===== config.mk =====
export PLATFORM = sky130hd
export DESIGN_NAME = fetch_ctrl_flat
export DESIGN_NICKNAME = d
export VERILOG_FILES = /design/src/rtl/fetch_ctrl_if.sv /design/src/rtl/fetch_ctrl.sv /design/src/flat_wrapper.sv
export SDC_FILE = /design/constraint.sdc
export NUM_CORES = 1
export LEC_CHECK = 0
export ABC_AREA = 1
export CAP_MARGIN = 20
export CELL_PAD_IN_SITES_DETAIL_PLACEMENT = 0
export CELL_PAD_IN_SITES_GLOBAL_PLACEMENT = 1
export CORE_ASPECT_RATIO = 0.9
export CORE_MARGIN = 4
export CORE_UTILIZATION = 45
export DETAILED_ROUTE_END_ITERATION = 6
export GPL_ROUTABILITY_DRIVEN = 0
export PLACE_DENSITY = 0.88
export SLEW_MARGIN = 30
export SYNTH_ARGS = -nofsm -noshare
export SYNTH_HDL_FRONTEND = slang
export SYNTH_SLANG_ARGS = --single-unit

===== constraint.sdc =====
create_clock -name clk_i -period 7.3 [get_ports clk_i]
set_input_delay 1.095 -clock clk_i [delete_from_list [all_inputs] [get_ports clk_i]]
set_output_delay 1.095 -clock clk_i [all_outputs]
set_load 0.02 [all_outputs]

===== src/rtl/fetch_ctrl_if.sv =====
// Instruction-memory request/response bus between the fetch controller
// (master) and the instruction memory (slave).
interface fetch_ctrl_if;
   logic        imem_req_o;
   logic [31:0] imem_addr_o;
   logic        imem_gnt_i;
   logic        imem_rvalid_i;
   logic [31:0] imem_rdata_i;

   modport master (
      output imem_req_o,
      output imem_addr_o,
      input  imem_gnt_i,
      input  imem_rvalid_i,
      input  imem_rdata_i
   );

   modport slave (
      input  imem_req_o,
      input  imem_addr_o,
      output imem_gnt_i,
      output imem_rvalid_i,
      output imem_rdata_i
   );
endinterface


===== src/rtl/fetch_ctrl.sv =====
// IF-stage fetch controller with IF/ID pipeline register.
// Issues in-order requests to instruction memory, buffers returned words in a
// small FIFO (each word tagged with the PC it was fetched from), squashes
// wrong-path responses after a redirect and feeds {pc, instr, valid} to ID.
// Optional feature: define FETCH_BYPASS_EN to let a returning word go straight
// into IF/ID when the FIFO is empty, saving one cycle of fetch latency.

// Protocol checker: the issue cap must keep the FIFO from overflowing, and
// memory must never answer a request that was not issued.
module fetch_ctrl_chk #(
   parameter int CW = 2
) (
   input logic          clk,
   input logic          rst_n,
   input logic          push,
   input logic          full,
   input logic          rvalid,
   input logic [CW-1:0] out_cnt
);
   a_no_overflow: assert property (@(posedge clk) disable iff (!rst_n) !(push && full));
   a_no_orphan_rsp: assert property (@(posedge clk) disable iff (!rst_n)
                                     !(rvalid && (out_cnt == {CW{1'b0}})));
endmodule

module fetch_ctrl #(
   parameter logic [31:0] RESET_PC   = 32'h0000_0000,
   parameter int          FIFO_DEPTH = 2,
   parameter logic [31:0] NOP_INSTR  = 32'h0000_0013
) (
   input  logic         clk_i,
   input  logic         rst_ni,
   input  logic         pc_wren_i,
   input  logic         IFID_wren_i,
   input  logic         IFID_clear_i,
   input  logic         br_flush_i,
   input  logic [31:0]  br_target_i,
   fetch_ctrl_if.master imem,
   output logic [31:0]  IFID_pc_o,
   output logic [31:0]  IFID_instr_o,
   output logic         IFID_valid_o,
   output logic         fetch_empty_o
);
   localparam int AW = $clog2(FIFO_DEPTH);
   localparam int CW = AW + 1;

   logic [31:0]   pc_r;
   logic [CW-1:0] out_cnt_r;
   logic [CW-1:0] drop_cnt_r;

   logic [31:0]   fifo_instr_r [FIFO_DEPTH];
   logic [31:0]   fifo_pc_r    [FIFO_DEPTH];
   logic [CW-1:0] fifo_wr_r;
   logic [CW-1:0] fifo_rd_r;

   // PCs of issued, not-yet-answered, non-squashed requests in issue order
   logic [31:0]   tag_pc_r [FIFO_DEPTH];
   logic [CW-1:0] tag_wr_r;
   logic [CW-1:0] tag_rd_r;

   logic [31:0]   ifid_pc_r;
   logic [31:0]   ifid_instr_r;
   logic          ifid_valid_r;

   logic [CW-1:0] fifo_cnt_s;
   logic          fifo_empty_s;
   logic          fifo_full_s;
   logic [CW:0]   in_use_s;
   logic          cap_ok_s;
   logic          req_s;
   logic          issue_s;
   logic          resp_keep_s;
   logic          bypass_s;
   logic          push_s;
   logic          pop_s;
   logic [31:0]   tag_head_s;
   logic [CW-1:0] drop_next_s;
   logic [CW-1:0] out_next_s;

   assign fifo_cnt_s   = fifo_wr_r - fifo_rd_r;
   assign fifo_empty_s = (fifo_cnt_s == {CW{1'b0}});
   assign fifo_full_s  = (fifo_cnt_s == CW'(FIFO_DEPTH));
   // Outstanding requests plus buffered words may never exceed the FIFO size,
   // so every response always has a slot waiting for it.
   assign in_use_s     = {1'b0, out_cnt_r} + {1'b0, fifo_cnt_s};
   assign cap_ok_s     = (in_use_s < (CW+1)'(FIFO_DEPTH));
   assign req_s        = rst_ni & pc_wren_i & ~br_flush_i & cap_ok_s;
   assign issue_s      = req_s & imem.imem_gnt_i;
   // A response is kept only if it belongs to the current path; the one
   // arriving in the flush cycle itself is always discarded.
   assign resp_keep_s  = imem.imem_rvalid_i & ~br_flush_i & (drop_cnt_r == {CW{1'b0}});
   assign tag_head_s   = tag_pc_r[tag_rd_r[AW-1:0]];

`ifdef FETCH_BYPASS_EN
   assign bypass_s = resp_keep_s & fifo_empty_s & IFID_wren_i & ~IFID_clear_i;
`else
   assign bypass_s = 1'b0;
`endif

   assign push_s = resp_keep_s & ~bypass_s;
   assign pop_s  = ~br_flush_i & ~IFID_clear_i & IFID_wren_i & ~fifo_empty_s;

   assign imem.imem_req_o  = req_s;
   assign imem.imem_addr_o = pc_r;
   assign IFID_pc_o        = ifid_pc_r;
   assign IFID_instr_o     = ifid_instr_r;
   assign IFID_valid_o     = ifid_valid_r;
   assign fetch_empty_o    = fifo_empty_s & ~bypass_s;

   // Next values of the in-flight and to-be-dropped response counters
   always_comb begin
      out_next_s  = out_cnt_r + CW'(issue_s) - CW'(imem.imem_rvalid_i);
      drop_next_s = drop_cnt_r;
      if (br_flush_i) begin
         // every response still owed after this cycle belongs to the old path
         drop_next_s = out_cnt_r - CW'(imem.imem_rvalid_i);
      end else if (imem.imem_rvalid_i && (drop_cnt_r != {CW{1'b0}})) begin
         drop_next_s = drop_cnt_r - CW'(1);
      end else begin
         drop_next_s = drop_cnt_r;
      end
   end

   // Program counter: redirect beats issue; stays put while a request waits for grant
   always_ff @(posedge clk_i or negedge rst_ni) begin
      if (!rst_ni) begin
         pc_r <= RESET_PC;
      end else if (br_flush_i) begin
         pc_r <= br_target_i & 32'hFFFF_FFFC;
      end else if (issue_s) begin
         pc_r <= pc_r + 32'd4;
      end else begin
         pc_r <= pc_r;
      end
   end

   // Outstanding-request and drop counters
   always_ff @(posedge clk_i or negedge rst_ni) begin
      if (!rst_ni) begin
         out_cnt_r  <= {CW{1'b0}};
         drop_cnt_r <= {CW{1'b0}};
      end else begin
         out_cnt_r  <= out_next_s;
         drop_cnt_r <= drop_next_s;
      end
   end

   // PC tag queue: pushed at issue, popped when a kept response returns
   always_ff @(posedge clk_i or negedge rst_ni) begin
      if (!rst_ni) begin
         tag_wr_r <= {CW{1'b0}};
         tag_rd_r <= {CW{1'b0}};
         for (int i = 0; i < FIFO_DEPTH; i++) begin
            tag_pc_r[i] <= 32'h0000_0000;
         end
      end else if (br_flush_i) begin
         tag_wr_r <= {CW{1'b0}};
         tag_rd_r <= {CW{1'b0}};
      end else begin
         if (issue_s) begin
            tag_pc_r[tag_wr_r[AW-1:0]] <= pc_r;
            tag_wr_r <= tag_wr_r + CW'(1);
         end
         if (resp_keep_s) begin
            tag_rd_r <= tag_rd_r + CW'(1);
         end
      end
   end

   // Response FIFO holding {pc, instr}; emptied on redirect
   always_ff @(posedge clk_i or negedge rst_ni) begin
      if (!rst_ni) begin
         fifo_wr_r <= {CW{1'b0}};
         fifo_rd_r <= {CW{1'b0}};
         for (int i = 0; i < FIFO_DEPTH; i++) begin
            fifo_instr_r[i] <= 32'h0000_0000;
            fifo_pc_r[i]    <= 32'h0000_0000;
         end
      end else if (br_flush_i) begin
         fifo_wr_r <= {CW{1'b0}};
         fifo_rd_r <= {CW{1'b0}};
      end else begin
         if (push_s) begin
            fifo_instr_r[fifo_wr_r[AW-1:0]] <= imem.imem_rdata_i;
            fifo_pc_r[fifo_wr_r[AW-1:0]]    <= tag_head_s;
            fifo_wr_r <= fifo_wr_r + CW'(1);
         end
         if (pop_s) begin
            fifo_rd_r <= fifo_rd_r + CW'(1);
         end
      end
   end

   // IF/ID register: bubble on flush/clear, hold on stall, else load next word
   always_ff @(posedge clk_i or negedge rst_ni) begin
      if (!rst_ni) begin
         ifid_pc_r    <= 32'h0000_0000;
         ifid_instr_r <= NOP_INSTR;
         ifid_valid_r <= 1'b0;
      end else if (br_flush_i || IFID_clear_i) begin
         ifid_instr_r <= NOP_INSTR;
         ifid_valid_r <= 1'b0;
      end else if (!IFID_wren_i) begin
         ifid_valid_r <= ifid_valid_r;
      end else if (!fifo_empty_s) begin
         ifid_pc_r    <= fifo_pc_r[fifo_rd_r[AW-1:0]];
         ifid_instr_r <= fifo_instr_r[fifo_rd_r[AW-1:0]];
         ifid_valid_r <= 1'b1;
      end else if (bypass_s) begin
         ifid_pc_r    <= tag_head_s;
         ifid_instr_r <= imem.imem_rdata_i;
         ifid_valid_r <= 1'b1;
      end else begin
         ifid_instr_r <= NOP_INSTR;
         ifid_valid_r <= 1'b0;
      end
   end

   fetch_ctrl_chk #(.CW(CW)) u_chk (
      .clk     (clk_i),
      .rst_n   (rst_ni),
      .push    (push_s),
      .full    (fifo_full_s),
      .rvalid  (imem.imem_rvalid_i),
      .out_cnt (out_cnt_r)
   );
endmodule


===== src/flat_wrapper.sv =====
// flat-port wrapper written by rule: the top's interface ports become plain ports
module fetch_ctrl_flat 
#(
   parameter logic [31:0] RESET_PC   = 32'h0000_0000,
   parameter int          FIFO_DEPTH = 2,
   parameter logic [31:0] NOP_INSTR  = 32'h0000_0013
)
  (clk_i, rst_ni, pc_wren_i, IFID_wren_i, IFID_clear_i, br_flush_i, br_target_i, IFID_pc_o, IFID_instr_o, IFID_valid_o, fetch_empty_o, imem_imem_req_o, imem_imem_addr_o, imem_imem_gnt_i, imem_imem_rvalid_i, imem_imem_rdata_i);
  fetch_ctrl_if imem_i ();
  input  logic clk_i;
  input  logic rst_ni;
  input  logic pc_wren_i;
  input  logic IFID_wren_i;
  input  logic IFID_clear_i;
  input  logic br_flush_i;
  input  logic [31:0] br_target_i;
  output logic [31:0] IFID_pc_o;
  output logic [31:0] IFID_instr_o;
  output logic IFID_valid_o;
  output logic fetch_empty_o;
  output wire logic [$bits(imem_i.imem_req_o)-1:0] imem_imem_req_o;
  output wire logic [$bits(imem_i.imem_addr_o)-1:0] imem_imem_addr_o;
  input wire logic [$bits(imem_i.imem_gnt_i)-1:0] imem_imem_gnt_i;
  input wire logic [$bits(imem_i.imem_rvalid_i)-1:0] imem_imem_rvalid_i;
  input wire logic [$bits(imem_i.imem_rdata_i)-1:0] imem_imem_rdata_i;
  assign imem_imem_req_o = imem_i.imem_req_o;
  assign imem_imem_addr_o = imem_i.imem_addr_o;
  assign imem_i.imem_gnt_i = imem_imem_gnt_i;
  assign imem_i.imem_rvalid_i = imem_imem_rvalid_i;
  assign imem_i.imem_rdata_i = imem_imem_rdata_i;
  fetch_ctrl #(.RESET_PC(RESET_PC), .FIFO_DEPTH(FIFO_DEPTH), .NOP_INSTR(NOP_INSTR)) u_core (.clk_i(clk_i), .rst_ni(rst_ni), .pc_wren_i(pc_wren_i), .IFID_wren_i(IFID_wren_i), .IFID_clear_i(IFID_clear_i), .br_flush_i(br_flush_i), .br_target_i(br_target_i), .imem(imem_i), .IFID_pc_o(IFID_pc_o), .IFID_instr_o(IFID_instr_o), .IFID_valid_o(IFID_valid_o), .fetch_empty_o(fetch_empty_o));
endmodule

## Word level (Yosys, flattened, before mapping)

Cells that the tools add are included.

- Register bits after elaboration: 301
- Input bits: 72
- Output and inout bits: 99
- Logic and storage cells: 100

- $add $sub $neg: 11
- Magnitude comparators: 7
- Muxes and demuxes: 34
- Bitwise operators: 17
- Reductions and logical operators: 15

Operators by type and width:

| operator | count |
|---|---|
| 32-bit 2-to-1 mux | 16 |
| 64-bit bitwise mux | 3 |
| 32-bit demux with 1-bit select | 2 |
| 32-bit by 3-bit adder with 32-bit output, second input constant | 1 |
| 2-bit 2-to-1 mux | 10 |
| 2-bit nonzero test | 6 |
| 1-bit bitwise AND | 9 |
| 2-bit by 1-bit adder with 2-bit output, second input constant | 4 |
| 2-bit >= comparator, second input constant | 4 |
| 1-bit NOT with 2-bit output | 4 |
| 2-bit logical NOT | 2 |
| 2-bit by 1-bit < comparator with 1-bit output, second input constant | 2 |
| 1-bit NOT | 4 |
| 2-bit AND reduction | 2 |
| 2-bit by 1-bit subtractor with 2-bit output | 2 |
| 2-bit by 2-bit adder with 3-bit output | 1 |
| 1-bit logical AND | 3 |
| 3-bit by 2-bit < comparator with 1-bit output, second input constant | 1 |
| 1-bit 2-to-1 mux | 3 |
| 3-bit AND reduction | 1 |
| 2-bit by 1-bit adder with 2-bit output | 1 |
| 2-bit by 1-bit subtractor with 2-bit output, second input constant | 1 |
| 2-bit subtractor | 1 |
| 1-bit logical OR | 1 |

## Longest topological paths before layout

- Word-level depth: 7
- Depth in mapped cells: 14
- Depth with buffers taken out: 13

## Least setup slack after synthesis

No wires, ideal clock.

- Path type: register to output
- Start point: reg u_core.fifo_wr_r[0]
- End point: out imem_imem_req_o
- Arrival: 1.823 ns
- Data required time: 6.205 ns
- Slack: 4.382 ns
- Stages on the path, launching flop included: 7
- Path buffers: 0
- Cell sequence: dfrtp_1 -> inv_1 -> ha_1 -> or2_2 -> fa_1 -> nand2_1 -> nor2_2

- Cells in the longest elaborated chain, start to end: 4

RTL lines:

| what | line | text |
|---|---|---|
| start: declaration | fetch_ctrl.sv:52 | `logic [CW-1:0] fifo_wr_r;` |
| start signal: assignment | fetch_ctrl.sv:172 | `fifo_wr_r <= {CW{1'b0}};` |
| start signal: assignment | fetch_ctrl.sv:179 | `fifo_wr_r <= {CW{1'b0}};` |
| start signal: assignment | fetch_ctrl.sv:185 | `fifo_wr_r <= fifo_wr_r + CW'(1);` |
| 2-bit subtractor | fetch_ctrl.sv:79 | `assign fifo_cnt_s = fifo_wr_r - fifo_rd_r;` |
| 2-bit by 2-bit adder with 3-bit output | fetch_ctrl.sv:84 | `assign in_use_s = {1'b0, out_cnt_r} + {1'b0, fifo_cnt_s};` |
| 3-bit by 2-bit < comparator with 1-bit output | fetch_ctrl.sv:85 | `assign cap_ok_s = (in_use_s < (CW+1)'(FIFO_DEPTH));` |
| 1-bit bitwise AND | fetch_ctrl.sv:86 | `assign req_s = rst_ni & pc_wren_i & ~br_flush_i & cap_ok_s;` |
| end: declaration | flat_wrapper.sv:21 | `output wire logic [$bits(imem_i.imem_req_o)-1:0] imem_imem_req_o;` |

Every way passes these cells.

## Final worst setup path

- Start point: reg u_core.fifo_rd_r[0]
- End point: out imem_imem_req_o

- Cells in the longest elaborated chain, start to end: 4

RTL lines:

| what | line | text |
|---|---|---|
| start: declaration | fetch_ctrl.sv:53 | `logic [CW-1:0] fifo_rd_r;` |
| start signal: assignment | fetch_ctrl.sv:173 | `fifo_rd_r <= {CW{1'b0}};` |
| start signal: assignment | fetch_ctrl.sv:180 | `fifo_rd_r <= {CW{1'b0}};` |
| start signal: assignment | fetch_ctrl.sv:188 | `fifo_rd_r <= fifo_rd_r + CW'(1);` |
| 2-bit subtractor | fetch_ctrl.sv:79 |  |
| 2-bit by 2-bit adder with 3-bit output | fetch_ctrl.sv:84 |  |
| 3-bit by 2-bit < comparator with 1-bit output | fetch_ctrl.sv:85 |  |
| 1-bit bitwise AND | fetch_ctrl.sv:86 |  |

Every way passes these cells.

==> results.py <==
metrics = {
    "status": {
        "status": "completed",
    },
    "layout": {
        "post_route_cells_drive_above_1_share_pct": 9.28,
        "syn2layout_area_growth_pct": 20.6,
        "multiInputGateArea_um2": 4890,
        "nets": 1682,
        "nFillCells": 2611,
        "utilization_pct": 55.6,
        "regArea_um2": 7190,
        "diodes": 0,
    },
    "die": {
        "std_cell_rows": 58,
        "chipHeight_um": 169,
        "die_area_um2": 31700,
        "ioPinCount": 171,
        "core_area_um2": 28200,
        "die_w_um": 187,
        "start_util_pct": 46.1,
    },
    "global_route": {
        "grt_overflow": 0,
        "grt_max_degree": 82,
        "antenna_found_initial": 1,
        "grt_pass1_wl_um": 51100,
        "grt_usage_pct": 19.3,
        "grt_pass1_vias": 9891,
    },
    "synthesis": {
        "synthTopCellsByArea": "dfrtp_1 (55%), nand2_1 (14%), o21ai_0 (6.0%)",
        "synth_top_area_share_pct": 54.6,
        "ys_seq_elements": 287,
        "syn_area_per_cell_um2": 8.83,
        "yosysSeqAreaShare_pct": 55.2,
        "yosysWarnings": 0,
        "syn_inst": 1473,
        "yosysUniqueCellTypes": 40,
        "synth_area_um2": 13000,
        "netlist.top_cell.by_area": "dfrtp_1",
    },
    "critical_path": {
        "cpMaxStageDelayCell": "clkdlybuf4s50_1",
        "crit_end": "imem_imem_req_o",
        "crit_family": "adder cells",
        "rr_endpoint": "u_core.tag_pc_r[12]",
        "path_buf_inv": 1,
        "cp-end-kind": "primary output",
        "cp-start-kind": "flop",
        "r2r-start": "u_core.fifo_rd_r[0]",
        "reg2regPathDepth": 10,
        "crit_start": "u_core.fifo_rd_r[0]",
        "cp.depth": 6,
        "arrival_ns": 3.18,
        "cp_max_fo": 19,
        "crit_chain": "ha_1 -> or2_2 -> fa_1 -> nand2_1 -> nor2_2 -> clkdlybuf4s50_1",
        "reg2reg_slack_ns": 3.64,
        "max_stage_delay_ns": 0.61,
        "required_ns": 6.20,
        "crit_type": "flop to primary output",
    },
    "run": {
        "cap_viol_max_count": 0,
    },
    "placed_design": {
        "dp_hpwl_um": 20300,
        "port_buffers": 164,
    },
    "sta": {
        "max_slew_margin_pct": 38.8,
        "tightest_slew_ns": 0.916,
        "slew_violations": 0,
        "rsz0062_at_grt": "false",
        "fin_hold_ws_ns": 0.473,
        "tns_ns": 0,
        "setup_violations": 0,
        "min_period_over_period_pct": 58.6,
        "timing_hold_violations_final": 0,
        "fmax_ghz": 0.234,
        "fin_crit_ns": 4.27,
        "skew_ns": 0.0169,
    },
    "power_and_ir_drop": {
        "p_leak_nw": 7.31,
        "power_mw": 5.22,
        "p_per_area_nw_per_um2": 333,
        "ir_drop_uv": 225,
    },
    "cts": {
        "post_cts_buffers": 0,
        "cts.htree.levels": 1,
        "cts_buffers": 30,
        "clk_pin_slew_ns": 0.06,
        "cts_tree": "built",
        "clk_latency_ns": 0.56,
        "cts_buffer_depth": 3,
        "cts.sinks": 287,
        "cts.repair.resized": 0,
        "root_buffer": "clkbuf_16",
        "cts_hold_buf": 0,
    },
    "detailed_routing": {
        "via_count": 10009,
        "firstDrtPassIters": 5,
        "detail_route.wl_per_cell_um": 15.5,
        "ant_nets": 0,
        "drt_iter0_markers": 684,
        "drc_errors": 0,
        "viasPerCell": 5.03,
        "wl_um": 30700,
    },
    "hold_path": {
        "worstHoldStart": "u_core.fifo_pc_r[46]",
        "hp-class": "flop to flop",
    },
}
[logic make-up (layout without fill, tap and decap cells)]
logic type	Yosys count	in the layout	synth area share (%)
buffers and inverters	212	364	7.33
AOI/OAI and AO/OA	281	281	12.4
DFF	287	287	55.2
and+or+nand+nor	622	622	19.2
xor gates and xnor gates	6	6	0.404
other	1	4	0.0288
muxes	58	58	4.75
adders and majority gates	6	6	0.635
[state kept, by name, indices dropped and copies added (netlist names), 30 cells and up]
| signal | flops |
|---|---|
| u_core.fifo_instr_r | 64 |
| u_core.IFID_pc_o | 30 |
| u_core.imem.imem_addr_o | 30 |
| u_core.IFID_instr_o | 32 |
| u_core.tag_pc_r | 60 |
| u_core.fifo_pc_r | 60 |
[synthesized netlist by cell type (all sizes together)]
library cell  number
nand2            509
dfrtp            284
o21ai            264
inv              135
buf               60
nand3             55
nor2              48
mux2              30
mux2i             28
clkbuf            17
o211ai             8
xor2               6
ha                 5
a21oi              4
and2               3
dfstp              3
nor3               3
o21bai             3
nand4              2
or2                2
a211oi             1
conb               1
fa                 1
o311ai             1
[report_power, final]
part           switching, mW  internal, mW  leakage (nW)  total [mW]
combinational          0.826         0.606          3.16        1.43
clock                  0.610         0.804         0.443        1.41
sequential             0.263          2.11          3.71        2.38
total                   1.70          3.52          7.31        5.22
[area by class of cell]
cell class | count | area share (%)
Inverter | 135 | 3.25
Multi-Input combinational cell | 977 | 31.2
Sequential cell | 287 | 45.8
Timing Repair Buffer | 173 | 11.0
Clock inverter | 7 | 0.311
Tap cell | 360 | 2.87
Clock buffer | 49 | 5.50
[layout by cell type, fill, tap and decap left out, drive strengths merged, types with 3 or more instances in the layout]
| cell | count |
|---|---|
| o211ai | 8 |
| nor2 | 48 |
| nor3 | 3 |
| nand2 | 509 |
| dfstp | 3 |
| clkbuf | 49 |
| o21bai | 3 |
| mux2i | 28 |
| mux2 | 30 |
| o21ai | 264 |
| xor2 | 6 |
| conb | 4 |
| clkinv | 7 |
| ha | 5 |
| buf | 10 |
| inv | 134 |
| a21oi | 4 |
| dfrtp | 284 |
| nand3 | 55 |
| and2 | 3 |
| clkdlybuf4s50 | 163 |
[per-layer routing]
| metal | vias up | track usage, % | share of wire (%) |
|---|---|---|---|
| met5 | - | 0 | 0.042 |
| met4 | 2 | 3.79 | 1.9 |
| met3 | 38 | 2.90 | 4.7 |
| met2 | 216 | 31.4 | 46 |
| met1 | 4803 | 28.1 | 48 |
| li1 | 4950 | - | - |
[worst reg2reg max path: cells and delay by family, from the launching register on]
family / cells / cell delay [ns]
simple gates: 6 / 1.49
fa+ha+maj: 2 / 0.87
flops: 1 / 0.58
buf+inv: 1 / 0.51
compound gates: 1 / 0.08
[worst min-delay path by stage]
stage	end	slack [ns]	cells past startpoint
2_1_floorplan	u_core.fifo_pc_r[34]	0.44	2
3_3_place_gp	u_core.fifo_pc_r[56]	0.46	2
3_5_place_dp	u_core.fifo_pc_r[39]	0.46	2
4_1_cts	u_core.fifo_pc_r[46]	0.48	2
5_1_grt	u_core.IFID_valid_o	0.49	2
6_report	u_core.fifo_pc_r[46]	0.47	2
[through the flow]
stage / cells / area, um^2 / worst slack [ns]
2_1_floorplan: 1476 / 13000 / 4.38
3_3_place_gp: 1932 / 14700 / 3.09
3_5_place_dp: 1932 / 14800 / 3.01
4_1_cts: 1988 / 15700 / 2.97
5_1_grt: 1988 / 15700 / 2.90
6_report: 1988 / 15700 / 3.03
No activity file was read; power rests on OpenSTA's default activity.
